--- src/rtl/trap_pkg.sv ---
// Shared types and constants for the trap sequencer: FSM states, request kinds,
// interrupt cause codes and the mtvec vectored-mode encoding.
package trap_pkg;

  typedef enum logic [1:0] {
    IDLE     = 2'd0,
    DRAIN    = 2'd1,
    FIRE     = 2'd2,
    REDIRECT = 2'd3
  } trap_state_t;

  typedef enum logic [1:0] {
    K_EXCP = 2'd0,
    K_MRET = 2'd1,
    K_IRQ  = 2'd2
  } trap_kind_t;

  localparam logic [3:0] CAUSE_MSI      = 4'd3;
  localparam logic [3:0] CAUSE_MTI      = 4'd7;
  localparam logic [3:0] CAUSE_MEI      = 4'd11;
  localparam logic [1:0] MTVEC_VECTORED = 2'b01;

endpackage

--- src/rtl/trap_sequencer_if.sv ---
// Bundles the commit-stage requests, csrfile status and csrfile/fetch controls
// seen by the trap sequencer; master is the surrounding pipeline, slave the sequencer.
interface trap_sequencer_if;
  logic        excp_valid;
  logic [3:0]  excp_cause;
  logic [29:0] excp_epc;
  logic [31:0] excp_mtval;
  logic        excp_ack;
  logic        mret_valid;
  logic        mret_ack;
  logic [2:0]  irq_pending;
  logic        mie;
  logic        irq_allow;
  logic [29:0] irq_epc;
  logic        csr_busy;
  logic [31:0] mtvec;
  logic [29:0] mepc;
  logic        take_exception;
  logic        take_interrupt;
  logic        mret;
  logic [29:0] tmu_epc;
  logic [31:0] tmu_mtval;
  logic [3:0]  tmu_mcause;
  logic        flush;
  logic [29:0] redirect_pc;
  logic        busy;

  modport master (
    output excp_valid, excp_cause, excp_epc, excp_mtval, mret_valid,
           irq_pending, mie, irq_allow, irq_epc, csr_busy, mtvec, mepc,
    input  excp_ack, mret_ack, take_exception, take_interrupt, mret,
           tmu_epc, tmu_mtval, tmu_mcause, flush, redirect_pc, busy
  );

  modport slave (
    input  excp_valid, excp_cause, excp_epc, excp_mtval, mret_valid,
           irq_pending, mie, irq_allow, irq_epc, csr_busy, mtvec, mepc,
    output excp_ack, mret_ack, take_exception, take_interrupt, mret,
           tmu_epc, tmu_mtval, tmu_mcause, flush, redirect_pc, busy
  );
endinterface

--- src/rtl/trap_irq_select.sv ---
// Combinational interrupt priority encoder over {MEI,MTI,MSI}:
// MEI beats MSI beats MTI.
module trap_irq_select
  import trap_pkg::*;
(
  input  logic [2:0] irq_pending,
  output logic       valid,
  output logic [3:0] cause
);

  always_comb begin
    // NOTE: every always_comb output gets a default first so no path leaves it unassigned (no latch).
    valid = |irq_pending;
    cause = '0;
    if (irq_pending[2])      cause = CAUSE_MEI;
    else if (irq_pending[0]) cause = CAUSE_MSI;
    else if (irq_pending[1]) cause = CAUSE_MTI;
  end

endmodule

--- src/rtl/trap_sequencer.sv ---
// Trap entry/exit sequencer: picks one of exception/MRET/interrupt, waits for CSR
// accesses to drain, pulses the csrfile once, then flushes and redirects fetch.
module trap_sequencer
  import trap_pkg::*;
(
  input  logic            cpu_clock_i,
  input  logic            cpu_reset_i,
  trap_sequencer_if.slave bus
);

  trap_state_t state_q, state_d;
  trap_kind_t  kind_q, win_kind;
  logic [3:0]  cause_q, win_cause;
  logic [29:0] epc_q, win_epc;
  logic [31:0] mtval_q, win_mtval;
  logic        irq_valid, irq_eligible, request;
  logic [3:0]  irq_cause;

  trap_irq_select u_irq_select (
    .irq_pending (bus.irq_pending),
    .valid       (irq_valid),
    .cause       (irq_cause)
  );

  assign irq_eligible = bus.irq_allow & bus.mie & irq_valid;
  assign request      = bus.excp_valid | bus.mret_valid | irq_eligible;

  always_comb begin
    win_kind  = K_EXCP;
    win_cause = '0;
    win_epc   = '0;
    win_mtval = '0;
    if (bus.excp_valid) begin
      win_cause = bus.excp_cause;
      win_epc   = bus.excp_epc;
      win_mtval = bus.excp_mtval;
    end else if (bus.mret_valid) begin
      win_kind = K_MRET;
    end else if (irq_eligible) begin
      win_kind  = K_IRQ;
      win_cause = irq_cause;
      win_epc   = bus.irq_epc;
    end
  end

  always_comb begin
    state_d = state_q;
    case (state_q)
      IDLE:     if (request) state_d = DRAIN;
      DRAIN:    if (!bus.csr_busy) state_d = FIRE;
      FIRE:     state_d = REDIRECT;
      REDIRECT: state_d = IDLE;
      default:  state_d = IDLE;
    endcase
  end

  // NOTE: sequential state uses non-blocking assignments so every register samples pre-edge values.
  always_ff @(posedge cpu_clock_i) begin
    if (cpu_reset_i) begin
      // NOTE: the latched trap fields are cleared too, so FIRE can never expose stale data after reset.
      state_q <= IDLE;
      kind_q  <= K_EXCP;
      cause_q <= '0;
      epc_q   <= '0;
      mtval_q <= '0;
    end else begin
      state_q <= state_d;
      if (state_q == IDLE && request) begin
        kind_q  <= win_kind;
        cause_q <= win_cause;
        epc_q   <= win_epc;
        mtval_q <= win_mtval;
      end
    end
  end

  always_comb begin
    bus.take_exception = 1'b0;
    bus.take_interrupt = 1'b0;
    bus.mret           = 1'b0;
    bus.tmu_epc        = '0;
    bus.tmu_mtval      = '0;
    bus.tmu_mcause     = '0;
    bus.flush          = 1'b0;
    bus.redirect_pc    = '0;
    bus.excp_ack       = 1'b0;
    bus.mret_ack       = 1'b0;
    bus.busy           = (state_q != IDLE);
    if (state_q == FIRE) begin
      bus.take_exception = (kind_q == K_EXCP);
      bus.take_interrupt = (kind_q == K_IRQ);
      bus.mret           = (kind_q == K_MRET);
      bus.tmu_epc        = epc_q;
      bus.tmu_mtval      = mtval_q;
      bus.tmu_mcause     = cause_q;
    end else if (state_q == REDIRECT) begin
      bus.flush    = 1'b1;
      bus.excp_ack = (kind_q == K_EXCP);
      bus.mret_ack = (kind_q == K_MRET);
      case (kind_q)
        K_MRET:  bus.redirect_pc = bus.mepc;
        // Vectored mode offsets by the cause word index; other modes jump to the base.
        K_IRQ:   bus.redirect_pc = (bus.mtvec[1:0] == MTVEC_VECTORED)
                                   ? bus.mtvec[31:2] + {26'd0, cause_q}
                                   : bus.mtvec[31:2];
        default: bus.redirect_pc = bus.mtvec[31:2];
      endcase
    end
  end

endmodule

--- src/flat_wrapper.sv ---
// flat-port wrapper written by rule: the top's interface ports become plain ports
module trap_sequencer_flat import trap_pkg::*;
  (cpu_clock_i, cpu_reset_i, bus_excp_valid, bus_excp_cause, bus_excp_epc, bus_excp_mtval, bus_mret_valid, bus_irq_pending, bus_mie, bus_irq_allow, bus_irq_epc, bus_csr_busy, bus_mtvec, bus_mepc, bus_excp_ack, bus_mret_ack, bus_take_exception, bus_take_interrupt, bus_mret, bus_tmu_epc, bus_tmu_mtval, bus_tmu_mcause, bus_flush, bus_redirect_pc, bus_busy);
  trap_sequencer_if bus_i ();
  input  logic cpu_clock_i;
  input  logic cpu_reset_i;
  input wire logic [$bits(bus_i.excp_valid)-1:0] bus_excp_valid;
  input wire logic [$bits(bus_i.excp_cause)-1:0] bus_excp_cause;
  input wire logic [$bits(bus_i.excp_epc)-1:0] bus_excp_epc;
  input wire logic [$bits(bus_i.excp_mtval)-1:0] bus_excp_mtval;
  input wire logic [$bits(bus_i.mret_valid)-1:0] bus_mret_valid;
  input wire logic [$bits(bus_i.irq_pending)-1:0] bus_irq_pending;
  input wire logic [$bits(bus_i.mie)-1:0] bus_mie;
  input wire logic [$bits(bus_i.irq_allow)-1:0] bus_irq_allow;
  input wire logic [$bits(bus_i.irq_epc)-1:0] bus_irq_epc;
  input wire logic [$bits(bus_i.csr_busy)-1:0] bus_csr_busy;
  input wire logic [$bits(bus_i.mtvec)-1:0] bus_mtvec;
  input wire logic [$bits(bus_i.mepc)-1:0] bus_mepc;
  output wire logic [$bits(bus_i.excp_ack)-1:0] bus_excp_ack;
  output wire logic [$bits(bus_i.mret_ack)-1:0] bus_mret_ack;
  output wire logic [$bits(bus_i.take_exception)-1:0] bus_take_exception;
  output wire logic [$bits(bus_i.take_interrupt)-1:0] bus_take_interrupt;
  output wire logic [$bits(bus_i.mret)-1:0] bus_mret;
  output wire logic [$bits(bus_i.tmu_epc)-1:0] bus_tmu_epc;
  output wire logic [$bits(bus_i.tmu_mtval)-1:0] bus_tmu_mtval;
  output wire logic [$bits(bus_i.tmu_mcause)-1:0] bus_tmu_mcause;
  output wire logic [$bits(bus_i.flush)-1:0] bus_flush;
  output wire logic [$bits(bus_i.redirect_pc)-1:0] bus_redirect_pc;
  output wire logic [$bits(bus_i.busy)-1:0] bus_busy;
  assign bus_i.excp_valid = bus_excp_valid;
  assign bus_i.excp_cause = bus_excp_cause;
  assign bus_i.excp_epc = bus_excp_epc;
  assign bus_i.excp_mtval = bus_excp_mtval;
  assign bus_i.mret_valid = bus_mret_valid;
  assign bus_i.irq_pending = bus_irq_pending;
  assign bus_i.mie = bus_mie;
  assign bus_i.irq_allow = bus_irq_allow;
  assign bus_i.irq_epc = bus_irq_epc;
  assign bus_i.csr_busy = bus_csr_busy;
  assign bus_i.mtvec = bus_mtvec;
  assign bus_i.mepc = bus_mepc;
  assign bus_excp_ack = bus_i.excp_ack;
  assign bus_mret_ack = bus_i.mret_ack;
  assign bus_take_exception = bus_i.take_exception;
  assign bus_take_interrupt = bus_i.take_interrupt;
  assign bus_mret = bus_i.mret;
  assign bus_tmu_epc = bus_i.tmu_epc;
  assign bus_tmu_mtval = bus_i.tmu_mtval;
  assign bus_tmu_mcause = bus_i.tmu_mcause;
  assign bus_flush = bus_i.flush;
  assign bus_redirect_pc = bus_i.redirect_pc;
  assign bus_busy = bus_i.busy;
  trap_sequencer u_core (.cpu_clock_i(cpu_clock_i), .cpu_reset_i(cpu_reset_i), .bus(bus_i));
endmodule
--- config.mk ---
export PLATFORM = sky130hd
export DESIGN_NAME = trap_sequencer_flat
export DESIGN_NICKNAME = d
export VERILOG_FILES = /design/src/rtl/trap_pkg.sv /design/src/rtl/trap_sequencer_if.sv /design/src/rtl/trap_irq_select.sv /design/src/rtl/trap_sequencer.sv /design/src/flat_wrapper.sv
export SDC_FILE = /design/constraint.sdc
export NUM_CORES = 1
export LEC_CHECK = 0
export CAP_MARGIN = 0
export CORE_MARGIN = 3
export CORE_UTILIZATION = 39
export CTS_BUF_LIST = sky130_fd_sc_hd__clkbuf_4 sky130_fd_sc_hd__clkbuf_8 sky130_fd_sc_hd__clkbuf_16
export DETAILED_ROUTE_END_ITERATION = 6
export HOLD_SLACK_MARGIN = 0.03
export PLACE_DENSITY = 0.81
export SKIP_CTS_REPAIR_TIMING = 1
export SYNTH_ARGS = -nofsm -noshare
export SYNTH_HDL_FRONTEND = slang
export SYNTH_HIERARCHICAL = 1
export SYNTH_SLANG_ARGS = --single-unit
--- constraint.sdc ---
create_clock -name cpu_clock_i -period 4.56 [get_ports cpu_clock_i]
set_input_delay 1.368 -clock cpu_clock_i [delete_from_list [all_inputs] [get_ports cpu_clock_i]]
set_output_delay 1.368 -clock cpu_clock_i [all_outputs]
set_load 0.01 [all_outputs]
==> summary.txt, run 1 <==
First-pass GRT wire length: 31100 um
Rows: 39
CTS buffer count: 9
Clk_lat worst skew: 330 ps
DIE AREA: 13700 sq um
VDD IR max: 0.296 mV
Fill cells: 875
Port Buffers: 270
Pre-Repair DR Iteration Count: 5
Path type of the worst setup path: in2out
Register area share after synthesis: 29.1%
Tmin final: 4790 ps
Fraction of the mapped netlist area in simple logic gates: 32.4%
Worst Path Arrival: 3420 ps
Root buffer cell: clkbuf_16
Largest family of logic cells by synthesized area: simple AND/OR/NAND/NOR gates
P per Cell Area: 359 nW/um^2
Fin. Hold Viols: 0
Layout cell share with drive strength beyond 1: 18.7%
Clock tree from TritonCTS: built
Top cells by area, synth: dfxtp_1 (29%), and2_1 (9.9%), nor2_1 (7.4%)
Clock slew at the register clock pins of the worst setup and hold paths: 60 ps
CP Capture Type: output pin
Hold slack final: 489 ps
Top cell type's share of synthesized area: 29.1%
Pleak: 0.00383 uW
Top cells by count, synth: nor2_1 (95), and2_1 (76), dfxtp_1 (70)
Most numerous cell in the Yosys netlist: nor2_1
Final WS setup: -232 ps
Post-Synth XOR/XNOR Area: 0.364%
Area Growth Syn to Fin: 81.0%
Outcome: complete, but fails checks
Synth Flop Type: dfxtp_1
Failing checks: negative setup slack
Synth Cell Area: 4820 sq um
Hold path cells: 2
Routability congestion estimate: 0.937
Syn_nets: 808
Skew final: 7.47 ps
Number of top-level pins: 271
Vias: 6270
H-tree depth: 3
Max_cap viols: 0
Final setup fails: 10
Slew Limit Fails: 0
CTS Sinks: 70
Synth unique cells: 70
Crit Path Max Fanout: 6
Residual antenna-violating net count after detailed routing: 0
Reg2Reg Depth: 6
DRC: 0
Adder-cell share of the synthesized area: 3.53%
Ys async rst share: 0%
Syn. warnings: 6
CTS max path bufs: 2
CP startpoint kind: input port
Antenna violations before repair: 0
Die height: 117 um
Die W: 117 um
EDFF count, synth: 0
Multi-input gate area: 3300 sq um
Synth Register Bits: 70
Worst reg-to-reg setup slack: 2390 ps
Period utilization: 105%
Rel. slew slack: 14.4%
Via density: 5.65
Post-Syn Area per Cell: 7.68 sq um
Pin slew with the least headroom to its limit: 1280 ps
Pin count of the biggest net entering global routing: 71
Post-synth top area cell: dfxtp_1
1st-iter DRT viols: 518
Routed WL: 21300 um
CORE AREA: 11800 sq um
Unrepaired setup endpoints after global routing: true
Placed Area: 8050 sq um
Number of global-route vias before repair: 6107
Cells after synthesis: 627
Class of the worst hold path: reg2reg
GR Overflow Total: 0
CP required: 3190 ps
Nets: 1122
Post-DP HPWL: 15800 um
Routed wire per std cell: 19.2 um
Register area: 1400 sq um
Cell area after layout: 8720 sq um
Max Clock Freq: 0.209 GHz
Gr usage total: 28.5%
Post-synthesis mux area share: 1.66%
Compound-Gate Fraction of Synth Area: 25.6%
Initial Util: 41.0%
[flip-flops by register name (all words and copies together), names as in the netlist]
register        cells
u_core/epc_q       30
u_core/kind_q       2
u_core/mtval_q     32
u_core/cause_q      4
u_core/state_q      2
[layout make-up]
type	count	area share, %
timing repair buffer	364	39.6
multi-input combinational	480	37.8
sequential	70	16.1
clock buffer	10	2.74
tap	164	2.35
inverter	16	0.689
clock inverter	5	0.675
antenna	1	0.0287
[where the power goes]
group | total (uW) | switching (uW) | internal [uW]
logic | 1560 | 858 | 698
clock network | 702 | 266 | 436
registers | 875 | 96.7 | 778
[worst max-delay path, cell delays in order]
cell      delay [ps]
buf_8             70
ha_4             120
inv_2             40
fa_2             350
nand2b_4         160
a211oi_2         220
buf_4            180
buf_4            120
buf_6             80
buf_6             90
nand2_4           40
o41ai_2          280
o21a_1           170
buf_2            120
[stage by stage]
| step | setup TNS [ps] | power, uW | setup WS [ps] | util [%] | std cells |
|---|---|---|---|---|---|
| floorplan | 0 | 1730 | 15.3 | - | 627 |
| global placement | -20800 | 2320 | -986 | 68.5 | 1081 |
| detailed placement | -21280 | 2380 | -1020 | 68.5 | 1081 |
| CTS | -21940 | 3100 | -1050 | 71.0 | 1096 |
| global route | -1950 | 3330 | -288 | 74.1 | 1109 |
| finish | -1310 | 3130 | -232 | 74.1 | 1110 |
[layer usage]
metal | GRT usage, % | wire length (um) | vias to the layer above
met5 | 0 | 0 | -
met4 | 9.63 | 526 | 0
met3 | 9.36 | 2070 | 43
met2 | 50.0 | 10800 | 351
met1 | 32.7 | 7970 | 2951
li1 | - | - | 2925
[cell families after synthesis]
group | count (synthesis)
adder cells (fa/ha/maj) | 13
XOR/XNOR | 2
AO/OA/AOI/OAI | 163
multiplexers | 8
buffers and inverters | 77
flip-flops | 70
AND/OR/NAND/NOR | 294
[cell usage in the layout, fill, tap and decap left out, drive strengths merged, types with 3 or more instances in the layout]
cell type | synthesis | final
nor4 | 7 | 7
a21oi | 20 | 20
a22oi | 43 | 43
or3 | 4 | 4
nor2 | 96 | 96
ha | 12 | 12
o221ai | 3 | 3
a221oi | 28 | 28
nand2 | 32 | 32
nor3 | 33 | 33
buf | 15 | 111
nand2b | 3 | 3
o22ai | 4 | 4
mux2i | 8 | 8
dlymetal6s2s | 1 | 38
a32oi | 3 | 3
and3 | 3 | 3
a31oi | 8 | 8
a21o | 3 | 3
and2 | 77 | 77
o21ai | 15 | 15
o211ai | 3 | 3
nand3 | 16 | 16
inv | 16 | 17
dfxtp | 70 | 70
nand4 | 10 | 10
clkbuf | 45 | 14
clkdlybuf4s50 | 0 | 211
a222oi | 10 | 10
a211oi | 3 | 3
[worst paths after layout]
kind,startpoint,endpoint
worst max-delay path,bus_mtvec[2],bus_redirect_pc[20]
worst min-delay path,u_core/mtval_q[11]$_SDFFE_PP0P_,u_core/mtval_q[11]$_SDFFE_PP0P_
worst max register to register,u_core/state_q[0]$_SDFFE_PP0P_,u_core/cause_q[2]$_SDFFE_PP0P_
worst min register to register,u_core/mtval_q[11]$_SDFFE_PP0P_,u_core/mtval_q[11]$_SDFFE_PP0P_
No activity file was read; power rests on OpenSTA's default activity.
==> run 2: changes to the inputs <==
CORE_MARGIN = unset   (was 3)
==> run 2 against run 1 <==
Compared with the run above: the run still ends with negative setup slack left; total power decreased by 0.57%; core utilization is 2.1 points lower; clock-buffer cell count stayed put; sequential power is essentially flat; final area down 0.69%; non-clock buffer count is 8 lower; cell count down 2.3%; sequential cell count is the same.
==> summary.txt, run 2 (synthesis results as in run 1) <==
Outcome: complete, but fails checks
Failing checks: negative setup slack
Commonest non-fill, non-tap cell in the layout: clkdlybuf4s50_1
CTS max path bufs: 2 (unchanged)
Largest regs: u_core/mtval_q x32, u_core/epc_q x30, u_core/cause_q x4
Largest reg by FF count: u_core/mtval_q
Delay-heaviest family, CP: buffers and inverters
DIE AREA: 12800 sq um (-6.7%)
Path type of the worst setup path: in2out
Pin slew with the least headroom to its limit: 1260 ps (-20.8 ps)
N_diodes: 0 (-1)
Area Growth Syn to Fin: 79.7%
Vias: 6252 (-0.29%)
Routed WL: 20500 um (-4.0%)
Tmin final: 4700 ps (-89.6 ps)
Clock slew at the register clock pins of the worst setup and hold paths: 50 ps (about the same)
HP Start: u_core/epc_q[8]$_SDFFE_PP0P_
Root buffer cell: clkbuf_16
Rel. slew slack: 15.8% (+1.4 points)
Worst Path Arrival: 3330 ps (-90 ps)
Antenna violations before repair: 2 (+2)
Clk_lat worst skew: 330 ps (about the same)
CP cell instances: buf_8, ha_4, inv_2, fa_2, nand2b_4, a211oi_2, buf_4, buf_6, nand3_2, or3_1, a31oi_1, buf_2
Post-DP HPWL: 14900 um (-5.9%)
Via density: 5.77 (+2.1%)
Clock tree from TritonCTS: built
CTS buffer count: 9 (unchanged)
Max Clock Freq: 0.213 GHz (+1.9%)
Layout Cells excl Fill: 1084 (-2.3%)
Slew Limit Fails: 0 (unchanged)
Crit Path Max Fanout: 4 (-2)
Port Buffers: 270 (unchanged)
Pleak: 0.00379 uW (-1.1%)
Rows: 40 (+2.6%)
Die height: 113 um (-3.4%)
Gr usage total: 30.0% (+1.5 points)
Unrepaired setup endpoints after global routing: true
DRC: 0 (unchanged)
Crit path from: bus_mtvec[2]
Commonest cells after routing, fill and taps aside: clkdlybuf4s50_1 (213), nor2_1 (94), buf_4 (81), and2_1 (76), dfxtp_1 (70)
Residual antenna-violating net count after detailed routing: 0 (unchanged)
CORE AREA: 12000 sq um (+2.1%)
CP Capture Type: output pin
Nets: 1114 (-0.71%)
Max reg flops: 32 (unchanged)
Max_cap viols: 0 (unchanged)
Number of global-route vias before repair: 6169 (+1.0%)
GR Overflow Total: 0 (unchanged)
Routed wire per std cell: 18.9 um (-1.7%)
Initial Util: 40.1% (-0.86 points)
Total Power: 3110 uW (-0.57%)
Buf/Inv on CP: 5 (-2)
Launch point of the worst reg-to-reg path: u_core/state_q[0]$_SDFFE_PP0P_
P per Cell Area: 360 nW/um^2 (+0.12%)
CP max stage delay: 380 ps (+30 ps)
Period utilization: 103% (-2.0 points)
Class of the worst hold path: reg2reg
Pin count of the biggest net entering global routing: 71 (unchanged)
Die W: 113 um (-3.4%)
Routability congestion estimate: 0.985 (+5.1%)
H-tree depth: 3 (unchanged)
VDD IR max: 0.268 mV (-9.5%)
Critical path's slowest cell: fa_2
CTS Sinks: 70 (unchanged)
Layout cell share with drive strength beyond 1: 18.4% (-0.37 points)
CP startpoint kind: input port
First-pass GRT wire length: 30500 um (-1.8%)
Fin. Hold Viols: 0 (unchanged)
Skew final: 5.57 ps (-1.90 ps)
Number of top-level pins: 271 (unchanged)
Final setup fails: 10 (unchanged)
Final WS setup: -142 ps (+89.6 ps)
CP required: 3190 ps (about the same)
Cells after DPL: 1064 (-1.6%)
Pre-Repair DR Iteration Count: 5 (unchanged)
1st-iter DRT viols: 550 (+6.2%)
[run 2: cell count changes in the layout (fill, tap and decap cells not counted), sizes merged]
cell / before / now
clkbuf: 14 / 15
dlymetal6s2s: 38 / 37
clkdlybuf4s50: 211 / 213
buf: 111 / 101
diode: 1 / 0
[run 2: metal layers]
layer | up-vias | global-route usage (%) | share of wire, %
li1 | 2904 | - | -
met1 | 2922 | 32.6 | 37
met2 | 359 | 52.4 | 50
met3 | 63 | 9.43 | 10
met4 | 4 | 15.5 | 3.3
met5 | - | 0 | 0.16
[run 2: worst paths after layout]
path / to / slack [ps] / cells past startpoint
worst min-delay path: u_core/epc_q[8]$_SDFFE_PP0P_ / 490 / 2
worst max-delay path: bus_redirect_pc[22] / -140 / 12
worst min register to register: u_core/epc_q[8]$_SDFFE_PP0P_ / 490 / 2
worst max register to register: u_core/epc_q[28]$_SDFFE_PP0P_ / 2660 / 6
[run 2: cell type report]
| type | count | area (sq um) |
|---|---|---|
| clock buffer | 10 | 239 |
| clock inverter | 5 | 58.8 |
| fill | 942 | 3350 |
| inverter | 16 | 60.1 |
| multi-input combinational | 480 | 3340 |
| sequential | 70 | 1400 |
| tap | 147 | 184 |
| timing repair buffer | 356 | 3370 |
[run 2: per-stage QoR]
step           setup TNS [ps]  hold WS (ps)  util, %  setup slack, ps  cell area, sq um
3_3_place_gp           -21010           470     66.8             -945              8020
2_1_floorplan               0           457        -             15.3              4820
6_report                 -869           486     72.1             -142              8660
5_1_grt                 -1740           508     72.1             -241              8660
4_1_cts                -21850           491     69.2             -984              8320
3_5_place_dp           -21710           480     66.8             -985              8020
[run 2: tightest hold or removal path: cells and delay by family, from the launching register on]
family	cells	cell delay, ps
DFF	1	300
and+or+nand+nor	2	140
[run 2: power by group]
| part | leakage, uW | internal, uW | switching [uW] |
|---|---|---|---|
| logic | 0.00307 | 692 | 849 |
| clock network | 0.000141 | 436 | 263 |
| registers | 0.000575 | 778 | 95.3 |
